**src/rtl/stream_min_max.sv**
```systemverilog
// Streaming min/max reduction over a frame of samples with index tracking.
// Define STREAM_MIN_MAX_SIGNED_CMP_EN for two's-complement comparison.
module stream_min_max #(
  parameter int N     = 8,
  parameter int LEN_W = 8
) (
  input  logic             clk,
  input  logic             reset_n,
  input  logic             start,
  input  logic [LEN_W-1:0] frame_len,
  input  logic [N:0]       in_data,
  input  logic             in_valid,
  output logic             in_ready,
  output logic [N:0]       min_out,
  output logic [N:0]       max_out,
  output logic [LEN_W-1:0] min_idx,
  output logic [LEN_W-1:0] max_idx,
  output logic             busy,
  output logic             done
);

  typedef enum logic [1:0] {
    IDLE,
    RUN,
    DONE
  } state_t;

  state_t           state;
  logic [LEN_W-1:0] len_q;
  logic [LEN_W-1:0] count;
  logic             accept;
  logic             last;
  logic             new_min;
  logic             new_max;

  function automatic logic lt(
    input logic [N:0] a,
    input logic [N:0] b
  );
`ifdef STREAM_MIN_MAX_SIGNED_CMP_EN
    return $signed(a) < $signed(b);
`else
    return a < b;
`endif
  endfunction

  // Handshake and compare decode for the current sample
  always_comb begin
    accept  = in_valid & in_ready;
    last    = accept && (count == len_q - LEN_W'(1));
    new_min = lt(in_data, min_out);
    new_max = lt(max_out, in_data);
  end

  // Frame FSM with registered results and status
  always_ff @(posedge clk or negedge reset_n) begin
    if (!reset_n) begin
      state    <= IDLE;
      len_q    <= '0;
      count    <= '0;
      in_ready <= 1'b0;
      busy     <= 1'b0;
      done     <= 1'b0;
      min_out  <= '0;
      max_out  <= '0;
      min_idx  <= '0;
      max_idx  <= '0;
    end else begin
      case (state)
        IDLE: begin
          done <= 1'b0;
          if (start) begin
            len_q <= frame_len;
            count <= '0;
            busy  <= 1'b1;
            if (frame_len != '0) begin
              state    <= RUN;
              in_ready <= 1'b1;
            end else begin
              state   <= DONE;
              done    <= 1'b1;
              min_out <= '0;
              max_out <= '0;
              min_idx <= '0;
              max_idx <= '0;
            end
          end
        end
        RUN: begin
          if (accept) begin
            count <= count + LEN_W'(1);
            if (count == '0) begin
              min_out <= in_data;
              max_out <= in_data;
              min_idx <= '0;
              max_idx <= '0;
            end else begin
              if (new_min) begin
                min_out <= in_data;
                min_idx <= count;
              end
              if (new_max) begin
                max_out <= in_data;
                max_idx <= count;
              end
            end
            if (last) begin
              state    <= DONE;
              in_ready <= 1'b0;
              done     <= 1'b1;
            end
          end
        end
        DONE: begin
          state <= IDLE;
          done  <= 1'b0;
          busy  <= 1'b0;
        end
        default: begin
          state    <= IDLE;
          in_ready <= 1'b0;
          busy     <= 1'b0;
          done     <= 1'b0;
        end
      endcase
    end
  end

endmodule

```
**config.mk**
```make
export PLATFORM = sky130hd
export DESIGN_NAME = stream_min_max
export DESIGN_NICKNAME = d
export VERILOG_FILES = /design/src/rtl/stream_min_max.sv
export SDC_FILE = /design/constraint.sdc
export NUM_CORES = 1
export LEC_CHECK = 0
export BUFFER_PORTS_ARGS = -buffer_cell sky130_fd_sc_hd__buf_2
export CORE_UTILIZATION = 45
export CTS_CLUSTER_DIAMETER = 40
export DETAILED_ROUTE_END_ITERATION = 8
export PLACE_DENSITY = 0.68
export SETUP_SLACK_MARGIN = 0.02
export SLEW_MARGIN = 10
export SYNTH_ARGS = -nofsm -noshare
export SYNTH_HDL_FRONTEND = slang
export SYNTH_SLANG_ARGS = --single-unit
export TNS_END_PERCENT = 30
```
**constraint.sdc**
```tcl
create_clock -name clk -period 2.06 [get_ports clk]
set_input_delay 0.412 -clock clk [delete_from_list [all_inputs] [get_ports clk]]
set_output_delay 0.412 -clock clk [all_outputs]
set_load 0.03 [all_outputs]
```
# Yosys cells after proc, flatten, opt, wreduce, memory -nomap -nowiden
# Cells that the tools add are included.
# W data, S select, Z words.
dict set report op_classes {
  n_addsub 2
  n_mul 0
  div 0
  magnitude_cmp 2
  eq_ne 10
  shift 0
  n_mux 40
  n_bitwise 3
  reduce_logical 13
}
# operator count
set op_table {}
lappend op_table {{$mux W8} 10}
lappend op_table {{$mux W9} 8}
lappend op_table {{$pmux W8 S2} 3}
lappend op_table {{$pmux W9 S2} 2}
lappend op_table {{$lt A9 B9 Y1} 2}
lappend op_table {{$reduce_and A5 Y1} 3}
lappend op_table {{$ne A2 B2 Y1 const B} 5}
lappend op_table {{$mux W1} 9}
lappend op_table {{$add A8 B1 Y8 const B} 1}
lappend op_table {{$eq A8 B8 Y1} 1}
lappend op_table {{$logic_not A8 Y1} 1}
lappend op_table {{$mux W2} 4}
lappend op_table {{$reduce_bool A8 Y1} 1}
lappend op_table {{$sub A8 B1 Y8 const B} 1}
lappend op_table {{$ne A3 B3 Y1 const B} 2}
lappend op_table {{$reduce_and A2 Y1} 3}
lappend op_table {{$reduce_and A3 Y1} 2}
lappend op_table {{$pmux W1 S2} 2}
lappend op_table {{$pmux W2 S2} 1}
lappend op_table {{$pmux W1 S3} 1}
lappend op_table {{$eq A2 B1 Y1 const B} 1}
lappend op_table {{$eq A2 B2 Y1 const B} 1}
lappend op_table {{$logic_not A2 Y1} 1}
lappend op_table {{$not A1 Y1} 2}
lappend op_table {{other kinds (3)} 3}
dict set report word_totals {
  regBits 55
  latch_bits 0
  ramBits 0
  rom_bits 0
  in_bits 21
  out_inout_bits 37
  word_cells 80
  mem_count 0
}

# Logic depth before layout (Yosys ltp)
dict set report logic_depth {
  depth_word 6
  mapped_depth 9
  depth_no_buf 7
}

# Least setup slack after synthesis
# OpenSTA, ideal clock, no wires.
dict set report synth_path {
  path_kind {register -> register}
  start {register max_out[6]}
  end {register max_out[3]}
  setup_ns 0.125
  t_arrival_ns 2.130
  required_time_ns 1.935
  slack_ns -0.195
  stages_incl_launch_ff 9
  synth_period_minus_slack_ns 2.255
  cell_sequence {dfrtp_1 ha_1 a211oi_1 o21ai_0 o21bai_1 a31o_2 buf_2 buf_6 mux2_2}
}
dict set report synth_via {
  elab_chain_len 3
}
# element line_no
set synth_rtl {}
lappend synth_rtl {{start: declaration} 15} ;# output logic [N:0] max_out,
lappend synth_rtl {{start signal: assignment} 94} ;# max_out <= in_data;
lappend synth_rtl {{start signal: assignment} 103} ;# max_out <= in_data;
lappend synth_rtl {{$lt A9 B9 Y1} 43} ;# return a < b;
lappend synth_rtl {{$ne A3 B3 Y1 (no source line)} -}
lappend synth_rtl {{$reduce_and A5 Y1 (no source line)} -}
# Every way passes these cells.
# A chain may end at the register's enable or synchronous reset.

# Worst setup path in the final report
dict set report layout_path {
  start {register count[0]}
  end {register min_idx[1]}
}
dict set report layout_via {
  elab_chain_len 4
  elab_cells_between_ends 6
  classes_between {eq/ne: 1; mux: 3; reduce/logical: 2}
}
# element line_no
set layout_rtl {}
lappend layout_rtl {{start: declaration} 30} ;# logic [LEN_W-1:0] count;
lappend layout_rtl {{start signal: assignment} 91} ;# count <= count + LEN_W'(1);
lappend layout_rtl {{$logic_not A8 Y1 *} 92} ;# if (count == '0) begin
lappend layout_rtl {{$mux W8} 92}
lappend layout_rtl {{$mux W8} 90} ;# if (accept) begin
lappend layout_rtl {{$pmux W8 S2} 69} ;# case (state)
lappend layout_rtl {{end signal: assignment} 100} ;# min_idx <= count;
lappend layout_rtl {{end: declaration} 16} ;# output logic [LEN_W-1:0] min_idx,
# Mark *: on every way between the ends. The rest lies on a longest branch, timed or not. The select of a mux whose other input is x is not followed.

==> results.toml <==
[outcome]
status = "complete, but fails checks"
violations = "DRC"

[grt]
grt_start_max_net_pins = 56
track_usage_pct = 19.5
antenna_found_initial = 0
gr-total-overflow = 0
grt_pass1_wl_um = 11000
grt_pass1_vias = 2364

[timing]
finalCritPeriodShare_pct = 98.6
hold_viol_final = 0
rsz0062_at_grt = "yes"
timing.final.ws_setup_ns = 0.0279
slew_headroom_pct = 53.9
fin_worst_skew_ns = 0.00739
slew_viol_final = 0
tightest_slew_ns = 0.691
finalSetupTns_ns = 0
fin_crit_ns = 2.03
fin_hold_ws_ns = 0.210
setup-violations-final = 0
clock.fmax_ghz = 0.492

[clocking]
cts_max_path_buffers = 2
clk_latency_ns = 0.31
post_cts_buffers = 0
cts_made_buffers = 5
cts_tree = "yes"
clock-root-buffer = "clkbuf_8"
postCtsHoldBufs = 0
clkTransAtPathRegs_ns = 0.10
cts_sinks = 55
htree_levels = 2

[synthesis]
synth_top_area_share_pct = 44.5
synth_nets = 335
async_reset_ff_share_pct = 100
yosysMostFrequentCell = "dfrtp_1"
ys_ff_latch = 55
yosysSeqAreaShare_pct = 44.5
synth_warnings = 0
synthCells = 295
yosys.area.top_type = "dfrtp_1"
ys.flop_type = "dfrtp_1"
synth_cell_types = 53
synth-edff-count = 0
postSynthAreaPerCell_um2 = 10.5
synthTopCellsByArea = "dfrtp_1 44%, ha_1 7.7%, mux2_2 5.8%, nand2_1 4.1%, inv_1 3.5%"
ys_top_cells_by_count = "55 x dfrtp_1, 34 x nand2_1, 29 x inv_1"
synth_area_um2 = 3090

[pwr]
power_leakage_nw = 2.01
power.density_nw_per_um2 = 494
ir_worst_vdd_mv = 0.367

[place]
place_ws_ns = -0.150
dpl.hpwl_um = 5040
place_congestion = 0.908
portBuffers = 57
post_dp_cell_area_um2 = 3660

[drt]
vias = 2423
drt-pass1-iter-count = 6
highest_layer = "met4"
drc_errors = 6
drt_iter0_drc = 146
via_per_inst = 5.29
wl_met1_um = 3150
drt-total-wl_um = 6390
wl_met2_um = 2920
wl_met3_um = 210
wl_per_cell_um = 13.9
ant_nets = 0

[finish]
nNetsFinal = 420
drive_gt1_share_pct = 38.8
stdcell_area_um2 = 3770
diodes = 0
syn2layout_area_growth_pct = 21.9
n_fill_cell = 566

[floorplanning]
core_area_um2 = 6490
num_rows = 29
die_width_um = 84.9
dieHeight_um = 84.9
die_area_um2 = 7210
io_pins = 58
start_util_pct = 47.6

[critical_path]
r2r_cells = 8
critPathRequiredTime_ns = 2.26
crit_fanout = 8
crit_path_end_kind = "flop"
crit_arrival_ns = 2.23
worst-setup-path-type = "reg2reg"
worstSetupStartpointType = "flop"

[min_path]
hp-class = "in2async"

[flow_run]
max-cap-violations = 0
-- per-stage QoR --
step,util [%],instances,power (mW)
after CTS,57.8,458,1.88
after global routing,58.1,458,1.95
final,58.1,458,1.86
after global placement,56.3,450,1.30
after floorplan,-,295,1.21
after detailed placement,56.3,450,1.30
-- cell usage in the layout (no fill, tap or decap), drive strengths merged, types with 3 or more instances in the layout --
cell	count
o21ai	14
nand4	4
nand2b	3
nor4	4
xor2	5
buf	90
clkinv	3
xnor2	12
nand3	4
a21oi	8
mux2	20
and2	3
a22o	9
clkbuf	5
nor2	20
mux2i	6
dfrtp	55
inv	29
nor3	5
o21a	3
ha	19
a31oi	4
nand2	34
-- metal layers --
| layer | GRT usage (%) | vias to the layer above |
|---|---|---|
| met3 | 3.11 | 11 |
| met5 | 0 | - |
| li1 | - | 1183 |
| met4 | 6.78 | 0 |
| met2 | 31.3 | 57 |
| met1 | 27.0 | 1172 |
-- flip-flops by register name, summed over array words and instances, names as in the netlist --
register,count
busy,1
count,8
done,1
in_ready,1
len_q,8
max_idx,8
max_out,9
min_idx,8
min_out,9
state,2
-- cell families (layout without fill, tap and decap cells) --
family | Yosys count | after routing | share of synthesized area [%]
muxes | 26 | 26 | 9.71
and+or+nand+nor | 86 | 86 | 14.3
adders and majority gates | 19 | 19 | 7.69
AOI/OAI and AO/OA | 51 | 51 | 11.4
buffers and inverters | 41 | 127 | 7.65
xor gates and xnor gates | 17 | 17 | 4.81
DFF | 55 | 55 | 44.5
-- worst max-delay path, stage by stage, from the launching register on --
cell	delay, ns
dfrtp_1	0.38
inv_1	0.07
ha_2	0.17
nor4b_4	0.23
a21oi_2	0.10
and3_1	0.15
a221o_1	0.36
buf_6	0.17
mux2_4	0.30
-- timing repair --
item	4_1_cts	5_1_grt
hold endpoints to repair	0	0
resized for setup	3	3
pin swaps	0	3
endpoints found under the setup margin	3	26
-- final timing paths --
check	startpoint	to	slack, ns
worst max-delay path	count[0]	min_idx[1]	0.03
worst min-delay path	reset_n	len_q[0]	0.21
worst max register to register	count[0]	min_idx[1]	0.03
worst min register to register	len_q[7]	len_q[7]	0.51
max in group asynchronous	reset_n	max_out[6]	1.33
min in group clk	frame_len[7]	len_q[7]	0.30
-- final cells by class --
cell class	count	area, um^2	area share [%]
clock inverters	3	15.0	0.398
well taps	77	96.3	2.55
inverters	29	109	2.89
repair buffers	90	553	14.7
clock buffers	5	68.8	1.82
flip-flops and latches	55	1390	36.8
multi-input cells	199	1540	40.9
-- report_power, final --
part | internal, mW | switching (mW) | total, mW
clock network | 0.234 | 0.345 | 0.579
logic | 0.0855 | 0.0969 | 0.182
registers | 1.09 | 0.0114 | 1.10
total | 1.41 | 0.453 | 1.86
Note: power is estimated with default switching activity, not from simulation.
